==> src/rtl/note_scheduler_if.sv <==
// note_scheduler_if: event bus from the key-capture stage into the note
// scheduler queue. The capture side is the master; the scheduler is the slave.
interface note_scheduler_if #(
    parameter int OCTAVE_W = 3,
    parameter int NOTE_W   = 3,
    parameter int LENGTH_W = 3
);
    logic                in_valid;
    logic                in_ready;
    logic [OCTAVE_W-1:0] in_octave;
    logic [NOTE_W-1:0]   in_note;
    logic [LENGTH_W-1:0] in_length;

    modport master (
        output in_valid,
        output in_octave,
        output in_note,
        output in_length,
        input  in_ready
    );

    modport slave (
        input  in_valid,
        input  in_octave,
        input  in_note,
        input  in_length,
        output in_ready
    );
endinterface

==> src/rtl/note_scheduler.sv <==
// note_scheduler: queues (octave, note, length) events from the key-capture
// stage and plays them one at a time towards the tone driver. Each note lasts
// (1 << length) ticks of TICK_CYCLES clocks; the final GAP_CYCLES of every
// note are silent so that repeated notes stay audibly separate.
//
// Optional build macro NOTE_SCHED_TEMPO_EN adds a 2-bit tempo input that
// shortens the tick to TICK_CYCLES >> tempo. Without it the tick is fixed.
//
// The pause input (en) is sampled at each clock edge. Its effect is seen in
// the following cycle, because every tone output is a register.
module note_scheduler #(
    parameter int OCTAVE_W    = 3,
    parameter int NOTE_W      = 3,
    parameter int LENGTH_W    = 3,
    parameter int DEPTH       = 8,
    parameter int TICK_CYCLES = 50000,
    parameter int GAP_CYCLES  = 5000
) (
    input  logic                    clk,
    input  logic                    rst,
    input  logic                    en,
    input  logic                    flush,
`ifdef NOTE_SCHED_TEMPO_EN
    input  logic [1:0]              tempo,
`endif
    note_scheduler_if.slave         evt,
    output logic [OCTAVE_W-1:0]     out_octave,
    output logic [NOTE_W-1:0]       out_note,
    output logic                    out_active,
    output logic                    note_done,
    output logic                    busy,
    output logic [$clog2(DEPTH):0]  level
);

    localparam int AW      = $clog2(DEPTH);
    localparam int LVL_W   = AW + 1;
    localparam int ENTRY_W = OCTAVE_W + NOTE_W + LENGTH_W;
    // The longest note is 64 ticks, so the down-counter holds 64*TICK_CYCLES-1.
    localparam int CNT_W   = $clog2(64 * TICK_CYCLES);

    localparam logic [NOTE_W-1:0]   REST_NOTE = NOTE_W'(7);
    localparam logic [LENGTH_W-1:0] MAX_LEN   = LENGTH_W'(6);
    localparam logic [CNT_W-1:0]    GAP_C     = CNT_W'(GAP_CYCLES);
    localparam logic [LVL_W-1:0]    FULL_LVL  = LVL_W'(DEPTH);

    typedef enum logic [1:0] {
        S_IDLE,
        S_LOAD,
        S_RUN
    } state_t;

    // ------------------------------------------------------------------
    // Event queue
    // ------------------------------------------------------------------
    logic [ENTRY_W-1:0]  mem [DEPTH];
    logic [AW-1:0]       wr_ptr;
    logic [AW-1:0]       rd_ptr;
    logic                empty;
    logic                full;
    logic                push;
    logic                pop;
    logic [LENGTH_W-1:0] push_len;

    logic [OCTAVE_W-1:0] head_octave;
    logic [NOTE_W-1:0]   head_note;
    logic [LENGTH_W-1:0] head_len;

    state_t state;
    state_t state_next;

    assign empty        = (level == '0);
    assign full         = (level == FULL_LVL);
    assign evt.in_ready = !full;

    // Lengths above 64 ticks are not representable, so they saturate on entry.
    assign push_len = (evt.in_length > MAX_LEN) ? MAX_LEN : evt.in_length;

    // A flush wins over a same-cycle push, so that event is discarded.
    assign push = evt.in_valid && !full && !flush;
    assign pop  = (state == S_LOAD) && !empty && !flush;

    assign {head_octave, head_note, head_len} = mem[rd_ptr];

    // Queue storage: written at the tail on each accepted push.
    always_ff @(posedge clk) begin
        if (push) begin
            mem[wr_ptr] <= {evt.in_octave, evt.in_note, push_len};
        end
    end

    // Queue pointers and occupancy; the pointers wrap naturally at DEPTH.
    always_ff @(posedge clk) begin
        if (rst) begin
            wr_ptr <= '0;
            rd_ptr <= '0;
            level  <= '0;
        end else if (flush) begin
            wr_ptr <= '0;
            rd_ptr <= '0;
            level  <= '0;
        end else begin
            if (push) begin
                wr_ptr <= wr_ptr + AW'(1);
            end
            if (pop) begin
                rd_ptr <= rd_ptr + AW'(1);
            end
            case ({push, pop})
                2'b10:   level <= level + LVL_W'(1);
                2'b01:   level <= level - LVL_W'(1);
                default: level <= level;
            endcase
        end
    end

    // ------------------------------------------------------------------
    // Note duration for the head entry
    // ------------------------------------------------------------------
    logic [CNT_W:0]   unit_cycles;
    logic [CNT_W:0]   note_cycles;
    logic [CNT_W-1:0] load_count;

    // Total note length minus one. A tempo large enough to shift the
    // tick to zero is held at one clock so the counter cannot underflow.
    always_comb begin
`ifdef NOTE_SCHED_TEMPO_EN
        unit_cycles = (CNT_W+1)'(TICK_CYCLES) >> tempo;
`else
        unit_cycles = (CNT_W+1)'(TICK_CYCLES);
`endif
        if (unit_cycles == '0) begin
            unit_cycles = (CNT_W+1)'(1);
        end
        note_cycles = unit_cycles << head_len;
        load_count  = CNT_W'(note_cycles - (CNT_W+1)'(1));
    end

    // ------------------------------------------------------------------
    // Playback FSM
    // ------------------------------------------------------------------
    logic [CNT_W-1:0]    cycles_left;
    logic [CNT_W-1:0]    cnt_next;
    logic                live;
    logic [OCTAVE_W-1:0] cur_octave;
    logic [OCTAVE_W-1:0] cur_octave_next;
    logic [NOTE_W-1:0]   cur_note;
    logic [NOTE_W-1:0]   cur_note_next;
    logic                sounding;
    logic                playing;
    logic [OCTAVE_W-1:0] out_octave_next;
    logic [NOTE_W-1:0]   out_note_next;
    logic                out_active_next;
    logic                note_done_next;

    // Next state, countdown and the values the tone outputs take next cycle.
    // 'live' marks a cycle that was entered with en high; only live cycles
    // advance the countdown, which keeps the tone length exact across pauses.
    always_comb begin
        state_next      = state;
        cnt_next        = cycles_left;
        cur_octave_next = cur_octave;
        cur_note_next   = cur_note;

        case (state)
            S_IDLE: begin
                if (en && !empty) begin
                    state_next = S_LOAD;
                end
            end
            S_LOAD: begin
                state_next      = S_RUN;
                cnt_next        = load_count;
                cur_octave_next = head_octave;
                cur_note_next   = head_note;
            end
            S_RUN: begin
                if (live) begin
                    if (cycles_left == '0) begin
                        state_next = (en && !empty) ? S_LOAD : S_IDLE;
                    end else begin
                        cnt_next = cycles_left - CNT_W'(1);
                    end
                end
            end
            default: begin
                state_next = S_IDLE;
            end
        endcase

        if (flush) begin
            state_next = S_IDLE;
            cnt_next   = '0;
        end

        sounding        = (state_next == S_RUN) && en;
        playing         = sounding && (cnt_next >= GAP_C);
        out_note_next   = playing ? cur_note_next : REST_NOTE;
        out_active_next = playing && (cur_note_next != REST_NOTE);
        out_octave_next = flush ? '0 : (playing ? cur_octave_next : out_octave);
        note_done_next  = sounding && (cnt_next == '0);
    end

    // State register plus the registered tone outputs.
    always_ff @(posedge clk) begin
        if (rst) begin
            state       <= S_IDLE;
            cycles_left <= '0;
            live        <= 1'b0;
            cur_octave  <= '0;
            cur_note    <= REST_NOTE;
            out_octave  <= '0;
            out_note    <= REST_NOTE;
            out_active  <= 1'b0;
            note_done   <= 1'b0;
        end else begin
            state       <= state_next;
            cycles_left <= cnt_next;
            live        <= en && !flush;
            cur_octave  <= cur_octave_next;
            cur_note    <= cur_note_next;
            out_octave  <= out_octave_next;
            out_note    <= out_note_next;
            out_active  <= out_active_next;
            note_done   <= note_done_next;
        end
    end

    assign busy = (state != S_IDLE);

endmodule
==> src/flat_wrapper.sv <==
// flat-port wrapper written by rule: the top's interface ports become plain ports
module note_scheduler_flat 
#(
    parameter int OCTAVE_W    = 3,
    parameter int NOTE_W      = 3,
    parameter int LENGTH_W    = 3,
    parameter int DEPTH       = 8,
    parameter int TICK_CYCLES = 50000,
    parameter int GAP_CYCLES  = 5000
)
  (clk, rst, en, flush, out_octave, out_note, out_active, note_done, busy, level, evt_in_valid, evt_in_octave, evt_in_note, evt_in_length, evt_in_ready);
  note_scheduler_if #(.OCTAVE_W(OCTAVE_W), .NOTE_W(NOTE_W), .LENGTH_W(LENGTH_W)) evt_i ();
  input  logic clk;
  input  logic rst;
  input  logic en;
  input  logic flush;
  output logic [OCTAVE_W-1:0] out_octave;
  output logic [NOTE_W-1:0] out_note;
  output logic out_active;
  output logic note_done;
  output logic busy;
  output logic [$clog2(DEPTH):0] level;
  input wire logic [$bits(evt_i.in_valid)-1:0] evt_in_valid;
  input wire logic [$bits(evt_i.in_octave)-1:0] evt_in_octave;
  input wire logic [$bits(evt_i.in_note)-1:0] evt_in_note;
  input wire logic [$bits(evt_i.in_length)-1:0] evt_in_length;
  output wire logic [$bits(evt_i.in_ready)-1:0] evt_in_ready;
  assign evt_i.in_valid = evt_in_valid;
  assign evt_i.in_octave = evt_in_octave;
  assign evt_i.in_note = evt_in_note;
  assign evt_i.in_length = evt_in_length;
  assign evt_in_ready = evt_i.in_ready;
  note_scheduler #(.OCTAVE_W(OCTAVE_W), .NOTE_W(NOTE_W), .LENGTH_W(LENGTH_W), .DEPTH(DEPTH), .TICK_CYCLES(TICK_CYCLES), .GAP_CYCLES(GAP_CYCLES)) u_core (.clk(clk), .rst(rst), .en(en), .flush(flush), .evt(evt_i), .out_octave(out_octave), .out_note(out_note), .out_active(out_active), .note_done(note_done), .busy(busy), .level(level));
endmodule
==> config.mk <==
export PLATFORM = sky130hd
export DESIGN_NAME = note_scheduler_flat
export DESIGN_NICKNAME = d
export VERILOG_FILES = /design/src/rtl/note_scheduler_if.sv /design/src/rtl/note_scheduler.sv /design/src/flat_wrapper.sv
export SDC_FILE = /design/constraint.sdc
export NUM_CORES = 1
export LEC_CHECK = 0
export ABC_CLOCK_PERIOD_IN_PS = 4000
export BUFFER_PORTS_ARGS = -buffer_cell sky130_fd_sc_hd__buf_4
export CORE_MARGIN = 8
export CORE_UTILIZATION = 50
export DETAILED_ROUTE_END_ITERATION = 6
export HOLD_SLACK_MARGIN = 0.1
export PLACE_DENSITY = 0.69
export SETUP_SLACK_MARGIN = 0.15
export SLEW_MARGIN = 20
export SYNTH_ARGS = -nofsm -noshare
export SYNTH_HDL_FRONTEND = slang
export SYNTH_SLANG_ARGS = --single-unit
==> constraint.sdc <==
create_clock -name clk -period 4 [get_ports clk]
set_input_delay 1 -clock clk [delete_from_list [all_inputs] [get_ports clk]]
set_output_delay 1 -clock clk [all_outputs]
set_load 0.01 [all_outputs]
==> After elaboration in Yosys (flattened, before gate mapping) <==
Memories as Yosys holds them, arrays and structs flattened. A register that Yosys moved wholly into a read port is not among the register bits.
Cells that the tools add are included.
{ "classes": {"bitwise_logic": 1, "order_cmp": 2, "muxes": 18, "n_shift": 1, "add_sub_neg": 6, "n_eq_ne": 7, "n_reduce_logical": 21} }
{ "op_table": {"columns": ["operator", "count"], "rows": [
  ["22-bit two-way mux", 3],
  ["22-bit zero test", 2],
  ["22-bit one-hot mux with 2 select lines", 1],
  ["22-bit by 1-bit subtractor with 22-bit output, second input constant", 2],
  ["22-bit by 13-bit greater-or-equal comparator with 1-bit output, second input constant", 1],
  ["16-bit by 3-bit << shifter with 22-bit output, first input constant", 1],
  ["3-bit two-way mux", 5],
  ["1-bit logical AND", 10],
  ["2-bit two-way mux", 4],
  ["4-bit one-hot mux with 2 select lines", 1],
  ["3-bit by 1-bit adder with 3-bit output, second input constant", 2],
  ["2-bit == test, second input constant", 3],
  ["2-bit one-hot mux with 3 select lines", 1],
  ["4-bit by 1-bit adder with 4-bit output, second input constant", 1],
  ["2-bit by 1-bit == test with 1-bit output, second input constant", 2],
  ["4-bit == test, second input constant", 1],
  ["4-bit zero test", 1],
  ["2-bit nonzero test", 2],
  ["2-bit OR reduction", 2],
  ["4-bit by 1-bit subtractor with 4-bit output, second input constant", 1],
  ["3-bit > comparator, second input constant", 1],
  ["1-bit zero test", 3],
  ["1-bit two-way mux", 3],
  ["3-bit != test, second input constant", 1],
  ["other kinds (2)", 2]
]} }
{ "totals": {"elab_cells": 69, "in_bits": 14, "regBits": 49, "n_memories": 1, "ramBits": 72, "output_inout_bits": 14} }
{ "memory_table": {"columns": ["name", "depth", "width", "rd", "rd_clocked_by_memory_dff", "write_ports", "line_no", "rtl"], "rows": [
  ["u_core.mem", 8, 9, 1, 1, 1, "note_scheduler.sv:55", "logic [ENTRY_W-1:0] mem [DEPTH];"]
]} }

==> Depth between registers and ports, before layout <==
Gate-level depths: netlist of run 1.
{ "depth": {"ltp_word": 13, "depth_mapped": 16, "depth_no_buf": 13} }

==> Least setup slack after synthesis of run 1 <==
OpenSTA, ideal clock, no wires.
{ "synth_timing": {"kind": "register to register", "startpoint": "register with a tool-made name", "endpoint": "register u_core.out_octave[0]", "path_stages_with_launch": 15, "path_buffers": 2, "required_ps": 3913, "setup_ps": 87, "arrival_time_ps": 3888, "path_slack_ps": 25, "period_less_slack_ps": 3975, "path_cell_list": "dfxtp_1 -> buf_2 -> buf_2 -> mux2i_1 -> mux4_1 -> inv_1 -> ha_1 -> nor3_1 -> nor4_1 -> and4b_1 -> a211o_1 -> or4b_1 -> a311o_1 -> and2_4 -> o31ai_1"} }
{ "synth_rtl": {"columns": ["element", "line_no", "rtl"], "rows": [
  ["end signal, assigned", "note_scheduler.sv:221", "out_octave <= out_octave_next;"],
  ["end, declared", "note_scheduler.sv:27", "output logic [OCTAVE_W-1:0] out_octave,"]
]} }

==> qor.yml, run 1 <==
status: "finished clean"
grt_util_met2_pct: 34.0
totalWireLength_mm: 16.0
worstPathArrival_ps: 3930
max_freq_mhz: 277
relSlewSlack_pct: 32.2
grt_start_max_net_pins: 26
grt_pass1_vias: 5058
synth_edf_count: 72
num_rows: 41
clock_sinks: 124
rsz0062_at_grt: "no"
hold_class: "flip-flop to flip-flop"
netlist_area_mm2: 0.00635
synth_warnings: 0
die_h_um: 129
path_max_fanout: 7
power_density_mw_per_mm2: 388
maxCapViolCount: 0
synthesis.nets: 631
clock-skew-final_ps: 14.1
startpoint_type: "flip-flop"
fin_area_mm2: 0.00746
hold_viol_final: 0
htreeDepth: 4
coreArea_mm2: 0.0125
ys_seq_area_share_pct: 50.5
cts_tree: "done"
die-area_mm2: 0.0166
drcViolationCount: 0
use_met3_pct: 4.68
place_congestion: 0.954
grt_first_pass_wirelength_mm: 25.9
drv_slew: 0
nNetsFinal: 682
vias: 4970
worst_ep_required_time_ps: 4320
worst_pin_slew_ps: 1000
clk_pin_slew_ps: 60
top_usage_layer: "met2"
setup_tns_ps: 0
initial_core_util_pct: 50.7
drive_gt1_share_pct: 19.8
crit_path_top_delay_cell: "or4_1"
setup_viol: 0
grt_usage_pct: 20.3
io_buffer_count: 27
grt.overflow.total: 0
dp_hpwl_mm: 11.2
routed_via_density: 6.00
max_stage_delay_ps: 560
ir_drop_uv: 456
post_dp_cell_area_mm2: 0.00685
die_w_um: 129
clockRootBuffer: "clkbuf_16"
antenna_found_initial: 0
clock_latency_ps: 420
area_growth_pct: 17.6
fillers: 1074
ant_nets: 0
leakagePower_nw: 2.68
period_minus_slack_ps: 3610
drtIter0Drc: 551
crit_path_end_kind: "flip-flop"
wire_per_inst_um: 19.4
crit_type: "flip-flop to flip-flop"
cts_made_buffers: 17
ys_seq_elements: 124
ioPinCount: 28
path_cells: "mux2_2 -> a2bb2o_1 -> nor2_2 -> buf_4 -> fa_1 -> or4_1 -> a2111oi_2 -> o32ai_1 -> a31o_2 -> a21o_1 -> and2_4 -> o31ai_1"
synth_flop_cell: "edfxtp_1"
ys_types: 74
synthCells: 593
final.period_utilization_pct: 90.2
grt_use_met1_pct: 23.3
syn_avg_cell_area_um2: 10.7
firstDrtPassIters: 6
async_flop_share_pct: 0
diodes: 0
clockBufferDepth: 2
flip-flops by register name, summed over array words and instances (netlist names), named ones only:
| name | count |
|---|---|
| u_core.out_octave | 3 |
| u_core.out_note | 3 |
| u_core.state | 2 |
| u_core.live | 1 |
| u_core.wr_ptr | 3 |
| u_core.cur_octave | 3 |
| u_core.note_done | 1 |
| u_core.mem | 72 |
| u_core.cycles_left | 22 |
| u_core.rd_ptr | 3 |
| u_core.out_active | 1 |
| u_core.cur_note | 3 |
| u_core.level | 4 |
cells in the mapped netlist (3+ instances only):
master | number | area share (%)
mux4_2 | 14 | 5.0
and4_1 | 3 | 0.41
or3_1 | 5 | 0.49
nor3_1 | 17 | 1.3
nand2_1 | 44 | 2.6
nor4_1 | 11 | 1.1
edfxtp_1 | 72 | 34
o211a_1 | 3 | 0.47
ha_1 | 22 | 4.3
o31ai_1 | 8 | 0.95
a21oi_1 | 29 | 2.3
nand3_1 | 11 | 0.87
a31oi_1 | 9 | 0.89
xor2_1 | 8 | 1.1
mux2_2 | 3 | 0.53
nor2_1 | 82 | 4.9
buf_2 | 5 | 0.39
nand4b_1 | 3 | 0.41
inv_1 | 20 | 1.2
nand2b_1 | 7 | 0.69
a2111oi_0 | 3 | 0.41
a211oi_1 | 7 | 0.83
o21a_1 | 3 | 0.35
nand4_1 | 10 | 0.99
a21boi_0 | 5 | 0.59
dfxtp_1 | 52 | 16
o21ai_0 | 22 | 1.7
clkbuf_1 | 20 | 1.2
nor2b_1 | 3 | 0.30
a21o_1 | 7 | 0.83
o211ai_1 | 5 | 0.59
or4_1 | 9 | 1.1
buf_1 | 3 | 0.18
mux2i_1 | 13 | 2.1
power breakdown:
part           switching, mW  total, mW  internal (mW)
clock                  0.611       1.41          0.800
combinational         0.0811      0.126         0.0453
sequential           0.00451       1.36           1.36
critical path, delay by kind of cell (launching register included):
family | cells | cell delay [ps]
flops | 1 | 390
simple gates | 3 | 800
buf+inv | 1 | 160
mux | 1 | 340
fa+ha+maj | 1 | 390
compound gates | 6 | 1420
area by class of cell:
type,count,area [um^2],area share [%]
tap,172,215,2.88
timing repair buffer,62,473,6.34
inverter,21,81.3,1.09
sequential,124,3210,43.0
multi-input combinational,418,2940,39.4
clock inverter,15,116,1.56
clock buffer,17,425,5.70
layer usage:
metal	vias to the layer above	wire (um)
met5	-	0
met4	0	689
met3	51	863
met2	191	7850
met1	2393	6640
li1	2335	-
logic make-up after synthesis:
group                    count (synthesis)  synth area share [%]
AO/OA/AOI/OAI                          125                  13.2
XOR/XNOR                                10                  1.38
adder cells (fa/ha/maj)                 24                  4.97
buffers and inverters                   51                  3.39
flip-flops                             124                  50.5
multiplexers                            32                  8.32
AND/OR/NAND/NOR                        227                  18.2
placed cells by master (no fill, tap or decap), drive strengths merged, types with 7 or more instances in the layout:
cell,netlist,routed
a211oi,7,7
or4,9,9
edfxtp,72,72
nand4,10,10
nor3,18,18
inv,21,26
o31ai,8,8
buf,10,62
mux2i,14,14
a21oi,29,29
xor2,8,8
ha,22,22
a31oi,9,9
nand2,44,44
nor4,12,12
dfxtp,52,52
o21ai,22,22
nor2,82,82
nand2b,7,7
a21o,7,7
mux4,15,15
clkbuf,20,17
nand3,11,11
worst paths after layout:
| path | cells after the start | to | startpoint | slack [ps] |
|---|---|---|---|---|
| worst max-delay path | 12 | u_core.out_octave[1] | flip-flop | 390 |
| worst min-delay path | 2 | u_core.out_note[1] | u_core.cur_note[1] | 480 |
| worst max register to register | 12 | u_core.out_octave[1] | flip-flop | 390 |
| worst min register to register | 2 | u_core.out_note[1] | u_core.cur_note[1] | 480 |
timing repair:
action / CTS / global route
buffers inserted: 0 / 5
gates resized for setup: 2 / 9
endpoints found under the setup margin: 4 / 7
hold buffers: 0 / 0
pin swaps: 0 / 1
metrics by stage:
stage / power (mW) / setup WS (ps) / std cells / hold WS [ps] / util (%)
6_report: 2.90 / 392 / 829 / 479 / 59.6
5_1_grt: 2.98 / 156 / 829 / 513 / 59.6
4_1_cts: 2.91 / 160 / 824 / 480 / 59.1
3_5_place_dp: 1.51 / 91.3 / 792 / 467 / 54.8
3_3_place_gp: 1.51 / 222 / 792 / 456 / 54.8
2_1_floorplan: 1.46 / 181 / 593 / 430 / -
(Power assumes the default switching activity.)
==> run 2: changes to the inputs <==
CORE_ASPECT_RATIO = 1.25   (was unset)
==> qor.yml, run 2 (synthesis results as in run 1) <==
final_common_cell: "nor2_1"  # unchanged
grt_first_pass_wirelength_mm: 26.1  # was 25.9 mm
maxCapViolCount: 0  # unchanged
routed_via_density: 5.97  # was 6.00
initial_core_util_pct: 50.6  # was 50.7%
coreArea_mm2: 0.0125  # about the same
cp.buffers_inverters: 0  # was 1
max_stage_delay_ps: 510  # was 560 ps
vias: 4923  # was 4,970
startpoint_type: "flip-flop"  # unchanged
totalWireLength_mm: 16.0  # about the same
cts_tree: "done"  # unchanged
die_h_um: 142  # was 129 um
clock_latency_ps: 420  # about the same
place_congestion: 0.920  # was 0.954
firstDrtPassIters: 5  # was 6
antenna_found_initial: 0  # unchanged
drcViolationCount: 0  # unchanged
worst_pin_slew_ps: 950  # was 1000 ps
grt_start_max_net_pins: 26  # unchanged
post-place-ws_ps: 67.5  # was 91.3 ps
reg_top3: "u_core.mem: 72 flops, u_core.cycles_left: 22 flops, u_core.level: 4 flops"  # unchanged
largest_reg_flops: 72  # unchanged
top_register: "u_core.mem"  # unchanged
crit_type: "flip-flop to flip-flop"  # unchanged
reg2reg_to: "u_core.out_octave[2]"  # was u_core.out_octave[1]
leakagePower_nw: 2.71  # was 2.68 nW
num_rows: 46  # was 41
layout_common_cells: "nor2_1, edfxtp_1, buf_4"  # unchanged
worstPathArrival_ps: 4000  # was 3930 ps
regArea_mm2: 0.00321  # about the same
relSlewSlack_pct: 35.8  # was 32.2%
crit_path_end: "u_core.out_octave[2]"  # was u_core.out_octave[1]
setup_tns_ps: 0  # unchanged
path_cells: "mux2_2 -> o22ai_1 -> nor2_2 -> ha_1 -> nor3_4 -> o211ai_1 -> and4b_1 -> a211o_1 -> or4b_1 -> a311o_1 -> and2_4 -> o31ai_2"  # was mux2_2 -> a2bb2o_1 -> nor2_2 -> buf_4 -> fa_1 -> or4_1 -> a2111oi_2 -> o32ai_1 -> a31o_2 -> a21o_1 -> and2_4 -> o31ai_1
worst_ep_required_time_ps: 4330  # was 4320 ps
grt_usage_pct: 20.8  # was 20.3%
area_growth_pct: 18.0  # was 17.6%
cts_made_buffers: 17  # unchanged
ir_drop_uv: 464  # was 456 uV
grt_pass1_vias: 5020  # was 5,058
rsz0062_at_grt: "no"  # unchanged
die_w_um: 117  # was 129 um
cts_setup_buffers: 0  # unchanged
cp_top_family: "compound AO/OA/AOI/OAI gates"  # unchanged
io_buffer_count: 27  # unchanged
clock-skew-final_ps: 14.1  # about the same
reg2reg_depth: 12  # unchanged
crit_path_top_delay_cell: "or4b_1"  # was or4_1
cp_num_cells: 12  # unchanged
finalWorstSetupSlack_ps: 333  # was 392 ps
clockRootBuffer: "clkbuf_16"  # unchanged
regToRegSetupSlack_ps: 330  # was 390 ps
drv_slew: 0  # unchanged
crit_path_end_kind: "flip-flop"  # unchanged
setup_viol: 0  # unchanged
wire_per_inst_um: 19.5  # was 19.4 um
period_minus_slack_ps: 3670  # was 3610 ps
ioPinCount: 28  # unchanged
multiInputGateArea_mm2: 0.00295  # was 0.00294 mm^2
drive_gt1_share_pct: 19.7  # was 19.8%
final.period_utilization_pct: 91.7  # was 90.2%
hold_viol_final: 0  # unchanged
dp_hpwl_mm: 11.5  # was 11.2 mm
hold_class: "flip-flop to flip-flop"  # unchanged
fillers: 1084  # was 1,074
grt.overflow.total: 0  # unchanged
path_max_fanout: 6  # was 7
clk_pin_slew_ps: 50  # was 60 ps
clock_sinks: 124  # unchanged
max_freq_mhz: 273  # was 277 MHz
power_density_mw_per_mm2: 396  # was 388 mW/mm^2
ant_nets: 0  # unchanged
die-area_mm2: 0.0166  # about the same
diodes: 0  # unchanged
drtIter0Drc: 329  # was 551
htreeDepth: 4  # unchanged
clockBufferDepth: 2  # unchanged
status: "finished clean"  # unchanged
nNetsFinal: 682  # unchanged
## run 2: cell count changes in the layout (fill, tap and decap cells not counted), moves of 2 or more
cell | before | now
bufinv_16 | 0 | 2
clkinvlp_4 | 6 | 2
dfxtp_4 | 2 | 0
clkinv_4 | 1 | 4
inv_8 | 2 | 0
## run 2: cell type report
type | instances | area share [%]
sequential | 124 | 42.8
multi-input combinational | 418 | 39.4
timing repair buffer | 62 | 6.26
clock buffer | 18 | 5.73
tap | 168 | 2.81
clock inverter | 13 | 1.90
inverter | 21 | 1.12
## run 2: worst min-delay path by stage
stage / startpoint / endpoint / slack, ps / cells past startpoint
finish: u_core.cur_note[1] / u_core.out_note[1] / 480 / 2
global route: u_core.cur_note[2] / u_core.out_note[2] / 500 / 2
CTS: u_core.cur_note[1] / u_core.out_note[1] / 490 / 2
detailed placement: u_core.cur_note[1] / u_core.out_note[1] / 460 / 2
global placement: u_core.cur_note[1] / u_core.out_note[1] / 460 / 2
floorplan: u_core.cur_note[1] / u_core.out_note[1] / 430 / 2
## run 2: stage by stage
stage / cell area, um^2 / hold WS, ps / power [mW] / utilization, % / instances
2_1_floorplan: 6340 / 430 / 1.46 / - / 593
3_3_place_gp: 6890 / 456 / 1.50 / 54.9 / 793
3_5_place_dp: 6890 / 456 / 1.51 / 54.9 / 793
4_1_cts: 7470 / 488 / 2.99 / 59.5 / 824
5_1_grt: 7490 / 505 / 3.06 / 59.7 / 824
6_report: 7490 / 481 / 2.97 / 59.7 / 824
## run 2: worst reg2reg max path: stages (launching register included)
cell and delay [ps]:
dfxtp_1 440, mux2_2 370, o22ai_1 260, nor2_2 100, ha_1 270, nor3_4 240, o211ai_1 120, and4b_1 200
a211o_1 290, or4b_1 510, a311o_1 370, and2_4 190, o31ai_2 220
## run 2: repair_timing
item                       4_1_cts  5_1_grt
hold endpoints to repair         0        0
setup endpoints to repair        4        4
gates resized for setup          3        6
hold buffers                     0        0
pin swaps                        1        3
gates cloned                     0        0
## run 2: power breakdown
part	internal [mW]	switching (mW)	leakage [nW]
Sequential	1.36	0.00402	1.07
Combinational	0.0437	0.0803	1.36
Clock	0.915	0.569	0.277
## run 2: metal layers
metal	global-route usage [%]	vias to the layer above	routed length, um	share of wire [%]
li1	-	2345	-	-
met3	5.10	53	861	5.4
met5	0	-	0	0
met4	11.8	0	784	4.9
met1	22.5	2353	6180	39
met2	35.9	172	8220	51
